[config.mk]
export PLATFORM = sky130hd
export DESIGN_NAME = spi_flash_reader
export DESIGN_NICKNAME = d
export VERILOG_FILES = /design/src/rtl/spi_flash_reader.sv
export SDC_FILE = /design/constraint.sdc
export NUM_CORES = 1
export LEC_CHECK = 0
export CORE_ASPECT_RATIO = 1.75
export CORE_MARGIN = 3
export CORE_UTILIZATION = 35
export CTS_CLUSTER_DIAMETER = 30
export CTS_CLUSTER_SIZE = 40
export DETAILED_ROUTE_END_ITERATION = 8
export MAX_ROUTING_LAYER = met4
export PLACE_DENSITY = 0.61
export SKIP_CTS_REPAIR_TIMING = 1
export SLEW_MARGIN = 30
export SYNTH_ARGS = -nofsm -noshare
export SYNTH_HDL_FRONTEND = slang
export SYNTH_SLANG_ARGS = --single-unit
[constraint.sdc]
create_clock -name clk -period 2 [get_ports clk]
set_input_delay 0.2 -clock clk [delete_from_list [all_inputs] [get_ports clk]]
set_output_delay 0.2 -clock clk [all_outputs]
set_load 0.01 [all_outputs]
[src/rtl/spi_flash_reader.sv]
// SPI flash READ (0x03) sequencer: shifts out opcode and 24-bit address, then streams
// received bytes through a one-byte valid/ready buffer, stalling SCK when the buffer is full.
module spi_flash_reader #(
    parameter int          CLKDIV   = 2,
    parameter logic [7:0]  CMD_READ = 8'h03,
    parameter int          CS_GAP   = 2
) (
    input  logic        clk,
    input  logic        reset,
    input  logic        start,
    input  logic [23:0] addr,
    input  logic [15:0] len,
    input  logic        abort,
    output logic        busy,
    output logic        done,
    output logic [7:0]  rd_data,
    output logic        rd_valid,
    input  logic        rd_ready,
    output logic        spi_sck,
    output logic        spi_mosi,
    input  logic        spi_miso,
    output logic        spi_cs_n
);

    localparam logic [2:0] ST_IDLE = 3'd0;
    localparam logic [2:0] ST_CMD  = 3'd1;
    localparam logic [2:0] ST_ADDR = 3'd2;
    localparam logic [2:0] ST_DATA = 3'd3;
    localparam logic [2:0] ST_HOLD = 3'd4;
    localparam logic [2:0] ST_GAP  = 3'd5;

    localparam logic [15:0] DIV_LAST = 16'(CLKDIV - 1);
    localparam logic [15:0] GAP_LAST = 16'(CS_GAP - 1);

    logic [2:0]  state_q,    state_d;
    logic [15:0] div_cnt_q,  div_cnt_d;
    logic [4:0]  bit_cnt_q,  bit_cnt_d;
    logic [15:0] byte_cnt_q, byte_cnt_d;
    logic [15:0] gap_cnt_q,  gap_cnt_d;
    logic [31:0] tx_sr_q,    tx_sr_d;
    logic [7:0]  rx_sr_q,    rx_sr_d;
    logic [7:0]  rd_data_q,  rd_data_d;
    logic        rd_valid_q, rd_valid_d;
    logic        sck_q,      sck_d;
    logic        mosi_q,     mosi_d;
    logic        cs_n_q,     cs_n_d;
    logic        busy_q,     busy_d;
    logic        done_q,     done_d;
    logic        aborted_q,  aborted_d;

    logic phase_end;
    logic shifting;

    assign phase_end = (div_cnt_q == DIV_LAST);
    assign shifting  = (state_q == ST_CMD) || (state_q == ST_ADDR) || (state_q == ST_DATA);

    always_comb begin
        state_d    = state_q;
        div_cnt_d  = div_cnt_q;
        bit_cnt_d  = bit_cnt_q;
        byte_cnt_d = byte_cnt_q;
        gap_cnt_d  = gap_cnt_q;
        tx_sr_d    = tx_sr_q;
        rx_sr_d    = rx_sr_q;
        rd_data_d  = rd_data_q;
        rd_valid_d = rd_valid_q;
        sck_d      = sck_q;
        mosi_d     = mosi_q;
        cs_n_d     = cs_n_q;
        busy_d     = busy_q;
        done_d     = 1'b0;
        aborted_d  = aborted_q;

        if (rd_valid_q && rd_ready) begin
            rd_valid_d = 1'b0;
        end

        case (state_q)
            ST_IDLE: begin
                if (busy_q) begin
                    // Second cycle of a zero-length request.
                    busy_d = 1'b0;
                end else if (start && !abort) begin
                    busy_d = 1'b1;
                    if (len == 16'd0) begin
                        done_d = 1'b1;
                    end else begin
                        state_d    = ST_CMD;
                        cs_n_d     = 1'b0;
                        sck_d      = 1'b0;
                        mosi_d     = CMD_READ[7];
                        tx_sr_d    = {CMD_READ[6:0], addr, 1'b0};
                        div_cnt_d  = 16'd0;
                        bit_cnt_d  = 5'd0;
                        byte_cnt_d = len;
                        aborted_d  = 1'b0;
                    end
                end
            end

            ST_CMD, ST_ADDR, ST_DATA: begin
                if (!phase_end) begin
                    div_cnt_d = div_cnt_q + 16'd1;
                end else begin
                    div_cnt_d = 16'd0;
                    if (!sck_q) begin
                        sck_d   = 1'b1;
                        rx_sr_d = {rx_sr_q[6:0], spi_miso};
                    end else begin
                        sck_d     = 1'b0;
                        bit_cnt_d = bit_cnt_q + 5'd1;
                        if (state_q == ST_CMD) begin
                            mosi_d  = tx_sr_q[31];
                            tx_sr_d = {tx_sr_q[30:0], 1'b0};
                            if (bit_cnt_q == 5'd7) begin
                                state_d = ST_ADDR;
                            end
                        end else if (state_q == ST_ADDR) begin
                            if (bit_cnt_q == 5'd31) begin
                                state_d   = ST_DATA;
                                bit_cnt_d = 5'd0;
                                mosi_d    = 1'b0;
                            end else begin
                                mosi_d  = tx_sr_q[31];
                                tx_sr_d = {tx_sr_q[30:0], 1'b0};
                            end
                        end else if (bit_cnt_q == 5'd7) begin
                            bit_cnt_d  = 5'd0;
                            byte_cnt_d = byte_cnt_q - 16'd1;
                            if (!rd_valid_q || rd_ready) begin
                                rd_data_d  = rx_sr_q;
                                rd_valid_d = 1'b1;
                                if (byte_cnt_q == 16'd1) begin
                                    state_d   = ST_GAP;
                                    cs_n_d    = 1'b1;
                                    gap_cnt_d = 16'd0;
                                end
                            end else begin
                                // Buffer still full: park with SCK low, keep the byte in rx_sr.
                                state_d = ST_HOLD;
                            end
                        end
                    end
                end
            end

            ST_HOLD: begin
                if (rd_ready) begin
                    rd_data_d  = rx_sr_q;
                    rd_valid_d = 1'b1;
                    div_cnt_d  = 16'd0;
                    if (byte_cnt_q == 16'd0) begin
                        state_d   = ST_GAP;
                        cs_n_d    = 1'b1;
                        gap_cnt_d = 16'd0;
                    end else begin
                        state_d = ST_DATA;
                    end
                end
            end

            ST_GAP: begin
                if ((gap_cnt_q >= GAP_LAST) && !rd_valid_d) begin
                    state_d = ST_IDLE;
                    busy_d  = 1'b0;
                    done_d  = !aborted_q;
                end else if (gap_cnt_q < GAP_LAST) begin
                    gap_cnt_d = gap_cnt_q + 16'd1;
                end
            end

            default: begin
                state_d = ST_IDLE;
                busy_d  = 1'b0;
                cs_n_d  = 1'b1;
                sck_d   = 1'b0;
            end
        endcase

        if (abort && (state_q != ST_IDLE)) begin
            state_d    = ST_GAP;
            cs_n_d     = 1'b1;
            sck_d      = 1'b0;
            mosi_d     = 1'b0;
            rd_valid_d = 1'b0;
            gap_cnt_d  = 16'd0;
            aborted_d  = 1'b1;
            done_d     = 1'b0;
            busy_d     = 1'b1;
        end
    end

    always_ff @(posedge clk) begin
        if (reset) begin
            state_q    <= ST_IDLE;
            div_cnt_q  <= 16'd0;
            bit_cnt_q  <= 5'd0;
            byte_cnt_q <= 16'd0;
            gap_cnt_q  <= 16'd0;
            tx_sr_q    <= 32'd0;
            rx_sr_q    <= 8'd0;
            rd_data_q  <= 8'd0;
            rd_valid_q <= 1'b0;
            sck_q      <= 1'b0;
            mosi_q     <= 1'b0;
            cs_n_q     <= 1'b1;
            busy_q     <= 1'b0;
            done_q     <= 1'b0;
            aborted_q  <= 1'b0;
        end else begin
            state_q    <= state_d;
            div_cnt_q  <= div_cnt_d;
            bit_cnt_q  <= bit_cnt_d;
            byte_cnt_q <= byte_cnt_d;
            gap_cnt_q  <= gap_cnt_d;
            tx_sr_q    <= tx_sr_d;
            rx_sr_q    <= rx_sr_d;
            rd_data_q  <= rd_data_d;
            rd_valid_q <= rd_valid_d;
            sck_q      <= sck_d;
            mosi_q     <= mosi_d;
            cs_n_q     <= cs_n_d;
            busy_q     <= busy_d;
            done_q     <= done_d;
            aborted_q  <= aborted_d;
        end
    end

    assign busy     = busy_q;
    assign done     = done_q;
    assign rd_data  = rd_data_q;
    assign rd_valid = rd_valid_q;
    assign spi_sck  = sck_q;
    assign spi_mosi = mosi_q;
    assign spi_cs_n = cs_n_q;

    // Both shifting and non-shifting states share the same output flops.
    logic unused_ok;
    assign unused_ok = shifting;

endmodule
=== Yosys cells after proc, flatten, opt, wreduce, memory -nomap -nowiden ===
Index checks and enable logic that the tools add are counted.

* Memories kept: 0
* Bits in read-only memories: 0
* Bits of input ports: 46
* Bits in latches: 0
* Bits in registers: 111
* Word-level logic and storage cells: 220
* Memory bits (writable): 0

* Divide/modulo/power cells: 0
* $lt $le $gt $ge: 2
* Reductions and logical operators: 37
* Multipliers: 0
* Add/subtract/negate cells: 4
* Equal/unequal tests: 44
* Shifts and indexed selects: 0
* Multiplexer cells: 114
* Bitwise gates (word level): 3

{| class="wikitable"
|+ Operators by type and width
! kind !! number
|-
| 2-to-1 mux 16 bit || 24
|-
| 2-to-1 mux 32 bit || 8
|-
| one-hot mux 16 bit (3 select lines) || 2
|-
| one-hot mux 32 bit (2 select lines) || 1
|-
| 2-to-1 mux 8 bit || 7
|-
| 2-to-1 mux 3 bit || 16
|-
| 2-to-1 mux 5 bit || 9
|-
| 2-to-1 mux 1 bit || 37
|-
| != test 3 bit, second input constant || 11
|-
| adder 16 x 1 -> 16 bit, second input constant || 2
|-
| == test 16 x 1 -> 1 bit, second input constant || 2
|-
| logical NOT 16 bit || 2
|-
| one-hot mux 16 bit (2 select lines) || 1
|-
| != test 2 bit, second input constant || 15
|-
| AND reduction 11 bit || 2
|-
| >= comparator 16 x 1 -> 1 bit, second input constant || 1
|-
| less-than comparator 16 x 1 -> 1 bit, second input constant || 1
|-
| one-hot mux 8 bit (2 select lines) || 1
|-
| AND reduction 8 bit || 2
|-
| subtractor 16 x 1 -> 16 bit, second input constant || 1
|-
| AND reduction 13 bit || 1
|-
| != test 4 bit, second input constant || 3
|-
| one-hot mux 3 bit (4 select lines) || 1
|-
| AND reduction 12 bit || 1
|-
| other kinds (30) || 53
|}

=== Longest topological paths before layout ===
Gate-level depths: netlist of the first run.

* Depth after elaboration: 10
* Gate-level depth with buffers: 10
* Gate-level depth less buffers: 9

=== Worst setup path after synthesis of the first run ===
No wires, ideal clock.

* Kind: register to register
* Start point: reg byte_cnt_q[0]
* End point: reg gap_cnt_q[0]
* Data required time: 1,885 ps
* Path buffers: 1
* Slack: -241 ps
* Library setup time: 115 ps
* Clock period less this slack: 2,241 ps
* Cell stages (with the launch flop): 10
* Arrival: 2,126 ps
* Cell sequence: dfxtp_1 inv_1 ha_1 nor3b_1 and4_1 nor2_1 a211oi_4 buf_2 nor2_1 o21a_1

* Longest elaborated chain between the ends: 3
* Elaborated cells between the ends (all ways): 5

{| class="wikitable"
|+ Ends and longest elaborated chain
! what !! line !! text
|-
| start: declaration || 38 || <nowiki>logic [15:0] byte_cnt_q, byte_cnt_d;</nowiki>
|-
| start signal: assignment || 214 || <nowiki>byte_cnt_q <= byte_cnt_d;</nowiki>
|-
| == test 16 x 1 -> 1 bit / logical NOT 16 bit (equally long branches) || 133, 152 ||
|-
| != test 2 bit (no source line) || - ||
|-
| AND reduction 12 bit (no source line) (*) || - ||
|-
| end signal: assignment || 215 || <nowiki>gap_cnt_q <= gap_cnt_d;</nowiki>
|-
| end: declaration || 39 || <nowiki>logic [15:0] gap_cnt_q, gap_cnt_d;</nowiki>
|}

Mark *: on every way between the ends. The rest lies on a longest branch, timed or not.
A chain may end at the register's enable or synchronous reset.

=== Final worst setup path of the first run ===
* Start point: reg busy_q, in the netlist busy
* End point: reg tx_sr_q[13]

* Longest elaborated chain between the ends: 2

{| class="wikitable"
|+ Ends and longest elaborated chain
! what !! line !! text
|-
| start: declaration || 47 || <nowiki>logic busy_q, busy_d;</nowiki>
|-
| start signal: assignment || 223 || <nowiki>busy_q <= busy_d;</nowiki>
|-
| != test 2 bit (no source line) || - ||
|-
| AND reduction 8 bit (no source line) || - ||
|-
| end signal: assignment || 216 || <nowiki>tx_sr_q <= tx_sr_d;</nowiki>
|-
| end: declaration || 40 || <nowiki>logic [31:0] tx_sr_q, tx_sr_d;</nowiki>
|}

Every way passes these cells.

==> results of run 1 <==
==> final cells by class <==
class | instances | area, um2
fillers | 1335 | 6310
multi-input cells | 524 | 3800
flip-flops and latches | 110 | 2220
repair buffers | 227 | 2120
well taps | 183 | 229
clock buffers | 9 | 225
clock inverters | 7 | 108
inverters | 10 | 40.0
==> flip-flops by register name, summed over array words and instances, names as in the netlist <==
signal and flops:
aborted_q 1, bit_cnt_q 5, busy 1, byte_cnt_q 16, div_cnt_q 16, done 1
gap_cnt_q 16, rd_data 8, rd_valid 1, rx_sr_q 8, spi_cs_n 1, spi_mosi 1
spi_sck 1, state_q 3, tx_sr_q 31
==> path summary, 6_finish.rpt <==
kind	end	from
max reg2reg	tx_sr_q[13]	busy
max	tx_sr_q[13]	busy
min	busy	abort
min reg2reg	tx_sr_q[21]	tx_sr_q[20]
==> per-layer routing <==
| metal | GRT usage, % | share of wire [%] | vias to the layer above |
|---|---|---|---|
| met2 | 35.2 | 56 | 131 |
| met3 | 3.02 | 3.2 | 40 |
| met5 | - | 0 | - |
| li1 | - | - | 2883 |
| met4 | 8.09 | 3.8 | 0 |
| met1 | 19.6 | 37 | 2850 |
==> cell families after synthesis <==
group / after synthesis / synth area share (%)
multiplexers: 9 / 1.65
AND/OR/NAND/NOR: 327 / 29.1
XOR/XNOR: 14 / 2.25
AO/OA/AOI/OAI: 163 / 20.5
flip-flops: 110 / 40.4
buffers and inverters: 54 / 4.04
adder cells (fa/ha/maj): 9 / 2.07
==> worst min-delay path: stages <==
cell	delay [ns]
dlymetal6s2s_1	0.15
or3b_4	0.17
a211oi_1	0.06
==> power by group through the flow <==
stage               Sequential (mW)  Clock [mW]  Combinational, mW
global placement               2.67           0               3.92
detailed placement             2.68           0               3.99
global route                   2.73        2.09               5.48
floorplan                      2.68           0               2.22
finish                         2.70        1.98               5.05
CTS                            2.63        2.00               4.01
==> per-stage QoR <==
stage / power [mW] / hold WS [ns] / cell area (um2) / worst slack (ns)
finish: 9.73 / 0.267 / 8750 / -0.205
global route: 10.3 / 0.275 / 8750 / -0.286
CTS: 8.64 / 0.264 / 7590 / -0.444
detailed placement: 6.67 / 0.463 / 7260 / -0.784
global placement: 6.59 / 0.453 / 7260 / -0.738
floorplan: 4.90 / 0.340 / 5500 / -0.0998
==> placed cells by master, fill, tap and decap left out, types with 5 or more instances in the layout <==
cell,netlist,routed
nor2_4,0,8
clkdlybuf4s50_1,0,55
nand2b_1,15,11
o21ai_0,24,15
buf_4,0,138
mux2i_1,9,9
buf_6,1,14
and3_1,12,11
nor2_1,97,79
clkbuf_16,0,13
inv_1,10,6
a311oi_1,23,18
nand2_1,103,94
a41oi_2,0,8
nand4_1,7,7
nor4_2,0,6
nor4_1,17,7
a311oi_2,0,5
a21oi_2,1,17
nand2_2,0,5
dfxtp_1,110,97
o21ai_1,0,5
buf_12,0,11
a21oi_1,52,33
a31oi_1,6,6
nor3_1,8,7
ha_4,0,5
dfxtp_2,0,12
or4_1,7,5
nor2_2,0,10
xor2_1,10,10
nand3_1,24,21
a21o_1,8,7
==> flow_summary.toml, run 1 <==
[setup_path]
critical-path-top-delay-family = "simple AND/OR/NAND/NOR gates"
critPathMaxStageDelay_ns = 0.55
cp-start-kind = "register"
reg2regPathDepth = 7
cp_slowest_cell = "or4_4"
crit_buf_inv = 2
crit_chain = "or3b_4, or4_4, a21oi_4, buf_12, clkbuf_16, nor2_1, a311oi_1"
r2r_slack_ns = -0.20
cp.required_ns = 2.27
end_kind = "register"
crit_type = "register to register"
cp_num_cells = 7
worst-path-max-fanout = 8
critPathArrivalTime_ns = 2.48

[route]
dr.first_iter.drc_count = 289
drc = 0
num_vias = 5904
ant_nets = 0
firstDrtPassIters = 4
viasPerCell = 5.52
drt-total-wl_mm = 18.1
routedWlPerCell_um = 16.9

[finish]
diodes = 0
nets = 937
layout-drive-gt1-share_pct = 36.9
fin_cells = 1070
syn_to_final_growth_pct = 60.5
utilization_pct = 58.1

[floorplanning]
core.rowCount = 59
floorplan.initialDensity_pct = 36.2
core_um2 = 15100
die_area_um2 = 17200
die_h_um = 171
dieWidth_um = 100
io_pins = 60

[yosys]
synth-edff-count = 0
synthCells = 686
ys_ff_latch = 110
synthTopCellsByCount = "dfxtp_1 (110), nand2_1 (103), nor2_1 (97)"
synth_warnings = 0
yosysMostFrequentCell = "dfxtp_1"
synth_fp_nets = 741
ys_types = 62
yosysTopAreaCellShare_pct = 40.4
ys_async_sr_fraction_pct = 0
yosysSeqAreaShare_pct = 40.4
syn_area_per_cell_um2 = 7.94
synth_area_leaders = "dfxtp_1 (40%), nand2_1 (7.1%), nor2_1 (6.7%)"
synth_flop_cell = "dfxtp_1"
yosys.area.top_type = "dfxtp_1"
syn_area_um2 = 5450

[placed_design]
dp_hpwl_mm = 12.1
gp_congestion = 0.887
dp_cells = 1025
port_buffers = 59

[global_route]
grt_pass1_wl_mm = 25.8
grt-ovfl-total = 0
grt_max_degree = 66
antenna_found_initial = 0
grtUsageTotal_pct = 19.1
grt_pass1_vias = 5600

[timing]
finalSetupTns_ns = -7.77
period_needed_ns = 2.20
relSlewSlack_pct = 60.2
tightest_slew_ns = 0.597
period_share_pct = 110
worst_slack_ns = -0.205
skew_ns = 0.0167
setup_viol = 69
rsz0062_at_grt = "yes"
slew_violations = 0
hold_viol_final = 0
max_freq_ghz = 0.454

[pwr]
clockPowerShare_pct = 20.3
leakagePower_nw = 3.34
combPwrFrac_pct = 51.9
powerDensity_nw_per_um2 = 1110
ir_drop_mv = 0.648
swShare_pct = 39.5
internal_power_mw = 5.88
sequentialPowerShare_pct = 27.7
p_sw_mw = 3.85

[clock_network]
cts_tree = "built"
cts_buffers = 9
clockBufferDepth = 2
cts_max_level = 3
ctsRootBufferMaster = "clkbuf_16"
clock-sinks = 110
worstSkewPairLatency_ns = 0.36
clk_pin_slew_worst_paths_ns = 0.09

[worst_hold_path]
hp-class = "primary input to register"
hold_depth = 3

[outcome]
failed_checks = "negative setup slack"
outcome = "finished with violations"

[flow_run]
maxCapViolations = 0
Power figures use the tool's default switching activity.
==> inputs of run 2 (changes only) <==
--- a/config.mk
+++ b/config.mk
@@ -6,7 +6,6 @@
 export NUM_CORES = 1
 export LEC_CHECK = 0
 export CORE_ASPECT_RATIO = 1.75
-export CORE_MARGIN = 3
 export CORE_UTILIZATION = 35
 export CTS_CLUSTER_DIAMETER = 30
 export CTS_CLUSTER_SIZE = 40
@@ -14,7 +13,7 @@
 export MAX_ROUTING_LAYER = met4
 export PLACE_DENSITY = 0.61
 export SKIP_CTS_REPAIR_TIMING = 1
-export SLEW_MARGIN = 30
+export SLEW_MARGIN = 0
 export SYNTH_ARGS = -nofsm -noshare
 export SYNTH_HDL_FRONTEND = slang
 export SYNTH_SLANG_ARGS = --single-unit
==> run 2 against run 1 <==
The flow still finishes with violations (negative setup slack). Sequential share of layout area up 0.43 points. Sequential power about the same. Design area down 2.0%. Critical path depth stayed put. Clock skew down 0.0063 ns. Flip-flop and latch count unchanged. Register-to-register slack worse by 0.07 ns. Hold slack worse by 0.092 ns. Count of clock-buffer cells in the layout is the same. Worst setup slack worse by 0.065 ns. Global-route usage is 2.1 points higher. Critical path type unchanged. Largest cell class unchanged.
==> flow_summary.toml, run 2 (synthesized netlist as in run 1, its figures left out) <==
[pwr]
sequentialPowerShare_pct = 28.3
swShare_pct = 40.2
powerDensity_nw_per_um2 = 1120
ir_drop_mv = 0.589
clockPowerShare_pct = 19.4
leakagePower_nw = 3.28
total_power_mw = 9.57
internal_power_mw = 5.72
combPwrFrac_pct = 52.3
p_sw_mw = 3.84

[global_route]
grt_max_degree = 75
grt_pass1_vias = 5728
antenna_found_initial = 0
grt-ovfl-total = 0
grt_pass1_wl_mm = 26.4
grtUsageTotal_pct = 21.2

[floorplanning]
floorplan.initialDensity_pct = 35.6
core_um2 = 15300
die_area_um2 = 16100
die_h_um = 167
io_pins = 60
core.rowCount = 60
dieWidth_um = 96.3

[finish]
largest_register_ff_count = 31
regMostFlops = "tx_sr_q"
n_fill_cell = 1380
nets = 927
layout_commonest_cell = "buf_4"
layout_common_cells = "buf_4 (136), nand2_1 (101), dfxtp_1 (101), nor2_1 (73), clkdlybuf4s50_1 (53)"
syn_to_final_growth_pct = 57.3
diodes = 0
layout-drive-gt1-share_pct = 34.0

[route]
dr.first_iter.drc_count = 209
routedWlPerCell_um = 16.9
viasPerCell = 5.52
num_vias = 5865
drt-total-wl_mm = 18.0
firstDrtPassIters = 7
drc = 0
ant_nets = 0

[placed_design]
place_ws_ns = -0.572
port_buffers = 59
gp_congestion = 0.925
dp_hpwl_mm = 11.6

[clock_network]
cts_tree = "built"
ctsRootBufferMaster = "clkbuf_16"
cts_buffers = 9
worstSkewPairLatency_ns = 0.36
clockBufferDepth = 2
clk_pin_slew_worst_paths_ns = 0.08
cts_max_level = 3
clock-sinks = 110

[timing]
setup_viol = 70
rsz0062_at_grt = "yes"
tightest_slew_ns = 0.772
holdWs_ns = 0.176
hold_viol_final = 0
relSlewSlack_pct = 48.5
max_freq_ghz = 0.441
skew_ns = 0.0104
worst_slack_ns = -0.270
period_share_pct = 114
slew_violations = 0
period_needed_ns = 2.27
finalSetupTns_ns = -8.60

[outcome]
failed_checks = "negative setup slack"
outcome = "finished with violations"

[setup_path]
cp.required_ns = 2.28
critPathArrivalTime_ns = 2.55
end_kind = "register"
crit_type = "register to register"
cp-start-kind = "register"
worst-path-max-fanout = 7

[worst_hold_path]
hp-class = "primary input to register"

[flow_run]
maxCapViolations = 0
## run 2: changes by cell type in the layout (fill, tap and decap cells not counted), sizes merged
cell | before | now
clkinv | 2 | 4
clkdlybuf4s50 | 55 | 53
clkbuf | 13 | 16
buf | 165 | 154
a21o | 10 | 8
bufinv | 1 | 0
inv | 14 | 13
dlymetal6s2s | 3 | 5
## run 2: power by group through the flow
stage	clock, mW	sequential [mW]	combinational, mW
3_3_place_gp	0	2.67	4.01
2_1_floorplan	0	2.68	2.22
6_report	1.86	2.71	5.00
4_1_cts	1.90	2.64	4.12
3_5_place_dp	0	2.68	4.09
5_1_grt	1.98	2.74	5.41
## run 2: worst max-delay path, stage by stage (launching register included)
cell	delay, ns
dfxtp_2	0.34
nor4_2	0.30
buf_4	0.16
nand4_1	0.23
nand4_1	0.15
o211ai_1	0.25
or4_1	0.58
a31oi_1	0.18
## run 2: final timing paths
check,startpoint,to,slack (ns),depth (start not counted)
worst max register to register,byte_cnt_q[8],state_q[2],-0.27,7
worst max-delay path,byte_cnt_q[8],state_q[2],-0.27,7
worst min-delay path,reset,busy,0.18,2
worst min register to register,rx_sr_q[7],rx_sr_q[7],0.46,2
## run 2: per-stage QoR
stage                     utilization [%]  cell area, um2  cells
after floorplan                         -            5500    686
after global placement               47.6            7280   1026
after detailed placement             47.6            7280   1026
after CTS                            49.6            7600   1042
after global routing                 56.0            8570   1063
final                                56.0            8570   1063
## run 2: routing by layer
| layer | track usage, % | routed length [um] | up-vias |
|---|---|---|---|
| li1 | - | - | 2857 |
| met5 | - | 0 | - |
| met4 | 11.1 | 711 | 0 |
| met3 | 3.20 | 532 | 44 |
| met1 | 22.0 | 6750 | 2824 |
| met2 | 37.2 | 9990 | 140 |
## run 2: layout make-up
type,count,area [um2],share of cell area [%]
flip-flops and latches,110,2210,25.8
multi-input cells,522,3690,43.0
clock inverters,7,86.3,1.01
inverters,10,37.5,0.438
well taps,186,233,2.71
repair buffers,219,2090,24.4
clock buffers,9,225,2.63
==> inputs of run 3 (changes only) <==
--- a/config.mk
+++ b/config.mk
@@ -6,12 +6,12 @@
 export NUM_CORES = 1
 export LEC_CHECK = 0
 export CORE_ASPECT_RATIO = 1.75
-export CORE_UTILIZATION = 35
+export CORE_UTILIZATION = 51
 export CTS_CLUSTER_DIAMETER = 30
 export CTS_CLUSTER_SIZE = 40
 export DETAILED_ROUTE_END_ITERATION = 8
 export MAX_ROUTING_LAYER = met4
-export PLACE_DENSITY = 0.61
+export PLACE_DENSITY = 0.87
 export SKIP_CTS_REPAIR_TIMING = 1
 export SLEW_MARGIN = 0
 export SYNTH_ARGS = -nofsm -noshare
==> run 3 against run 2 <==
The run still ends with negative setup slack left. Critical path depth grew 1. Clock power grew 5%. Highest routed layer unchanged. First-iteration DRC count grew to 3.0 times the previous value. Register-to-register slack lost 0.05 ns. Non-clock buffer count shrank 8. Design area shrank 2.3%. Worst setup slack lost 0.054 ns. Via count grew 11%. Cell count shrank 6.3%. Sequential share of layout area grew 0.69 points. Critical endpoint is now tx_sr_q[24]. Global-route usage grew 9.0 points.
==> flow_summary.toml, run 3 (synthesized netlist as in run 1, its figures left out) <==
[outcome]
outcome = "finished with violations"
failed_checks = "negative setup slack"

[clock_network]
cts_tree = "built"
ctsRootBufferMaster = "clkbuf_16"
worstSkewPairLatency_ns = 0.36
clock-sinks = 110
cts_buffers = 9
clockBufferDepth = 2
clk_pin_slew_worst_paths_ns = 0.08
cts_max_level = 3

[route]
routedWlPerCell_um = 20.7
firstDrtPassIters = 5
drc = 0
drt-total-wl_mm = 20.6
num_vias = 6515
ant_nets = 0
dr.first_iter.drc_count = 620
viasPerCell = 6.54

[timing]
tightest_slew_ns = 0.695
relSlewSlack_pct = 53.7
worst_slack_ns = -0.324
skew_ns = 0.00818
finalSetupTns_ns = -10.55
period_needed_ns = 2.32
hold_viol_final = 0
setup_viol = 71
period_share_pct = 116
holdWs_ns = 0.201
rsz0062_at_grt = "yes"
slew_violations = 0
max_freq_ghz = 0.430

[global_route]
grt_pass1_wl_mm = 25.9
grt-ovfl-total = 0
grt_pass1_vias = 5771
antenna_found_initial = 0
grtUsageTotal_pct = 30.1
grt_max_degree = 71

[flow_run]
maxCapViolations = 0

[finish]
layout_common_cells = "buf_4 (122), dfxtp_1 (96), nor2_1 (95), nand2_1 (94), clkdlybuf4s50_1 (57)"
regMostFlops = "tx_sr_q"
utilization_pct = 80.8
n_fill_cell = 539
fin_cells = 996
layout-drive-gt1-share_pct = 32.9
diodes = 0
syn_to_final_growth_pct = 53.6
largest_register_ff_count = 31
nets = 919
layout_commonest_cell = "buf_4"

[floorplanning]
die_h_um = 139
die_area_um2 = 11100
io_pins = 60
floorplan.initialDensity_pct = 52.6
core_um2 = 10400
dieWidth_um = 80.1
core.rowCount = 49

[pwr]
swShare_pct = 41.5
clockPowerShare_pct = 19.7
internal_power_mw = 5.81
leakagePower_nw = 3.19
powerDensity_nw_per_um2 = 1190
combPwrFrac_pct = 52.9
p_sw_mw = 4.12
ir_drop_mv = 0.835
sequentialPowerShare_pct = 27.4

[placed_design]
dp_hpwl_mm = 11.3
port_buffers = 59
dp_cells = 949
gp_congestion = 0.930

[setup_path]
reg2reg_to = "tx_sr_q[24]"
reg2regPathDepth = 6
cp.required_ns = 2.25
crit_type = "primary input to register"
worst-path-max-fanout = 15
critPathMaxStageDelay_ns = 0.57
r2r-start = "busy"
cp_slowest_cell = "or4_4"
cp-start-kind = "primary input"
end_kind = "register"
crit_chain = "clkdlybuf4s50_1, nor4_2, and4_4, or4_4, a21oi_4, clkbuf_16, nor2_1, a311oi_1"
r2r_slack_ns = -0.32
critPathArrivalTime_ns = 2.57

[worst_hold_path]
hold_depth = 2
hold_start = "reset"
hp-class = "primary input to register"
holdPathEnd = "div_cnt_q[1]"
run 3: cell types whose count changed in the layout (fill, tap and decap cells not counted), sizes merged:
cell           change
clkinvlp           +2
clkdlybuf4s50      +4
dlymetal6s2s       -4
inv                -2
clkbuf             -3
clkinv             -1
buf                -5
bufinv             +1
run 3: how the worst max path moves through the flow:
stage | cells past startpoint | to | from
final | 8 | tx_sr_q[24] | len[11]
after global routing | 9 | gap_cnt_q[5] | byte_cnt_q[8]
after CTS | 9 | bit_cnt_q[2] | div_cnt_q[1]
after detailed placement | 7 | byte_cnt_q[3] | len[11]
after global placement | 7 | byte_cnt_q[1] | len[11]
after floorplan | 6 | bit_cnt_q[2] | busy
run 3: metrics by stage:
| stage | setup WS (ns) | power [mW] | cell area [um2] |
|---|---|---|---|
| final | -0.324 | 9.94 | 8370 |
| after global routing | -0.378 | 10.4 | 8370 |
| after CTS | -0.431 | 8.43 | 7370 |
| after detailed placement | -0.631 | 6.50 | 7040 |
| after global placement | -0.574 | 6.36 | 7040 |
| after floorplan | -0.0998 | 4.90 | 5500 |
run 3: layer usage:
layer | part of all wire (%) | GRT usage (%) | up-vias | wire length (um)
li1 | - | - | 2851 | -
met1 | 34 | 30.1 | 3032 | 6980
met2 | 52 | 54.3 | 478 | 10600
met3 | 7.1 | 3.68 | 154 | 1460
met4 | 7.4 | 17.4 | 0 | 1530
met5 | 0 | - | - | 0
run 3: area by class of cell:
cell class	count	area, um2	area share [%]
clock buffers	9	225	2.69
well taps	127	159	1.90
repair buffers	211	1980	23.6
flip-flops and latches	110	2220	26.5
clock inverters	7	105	1.26
multi-input cells	522	3640	43.5
inverters	10	40.0	0.478
run 3: critical path, delay by kind of cell:
family	cells	cell delay [ns]
AND/OR/NAND/NOR	4	0.94
AO/OA/AOI/OAI	2	0.67
buffers and inverters	2	0.75
run 3: power groups by stage:
stage | clock network [mW] | logic [mW] | registers, mW
after floorplan | 0 | 2.22 | 2.68
after global placement | 0 | 3.68 | 2.67
after detailed placement | 0 | 3.81 | 2.69
after CTS | 1.93 | 3.86 | 2.64
after global routing | 2.05 | 5.57 | 2.74
final | 1.96 | 5.26 | 2.72
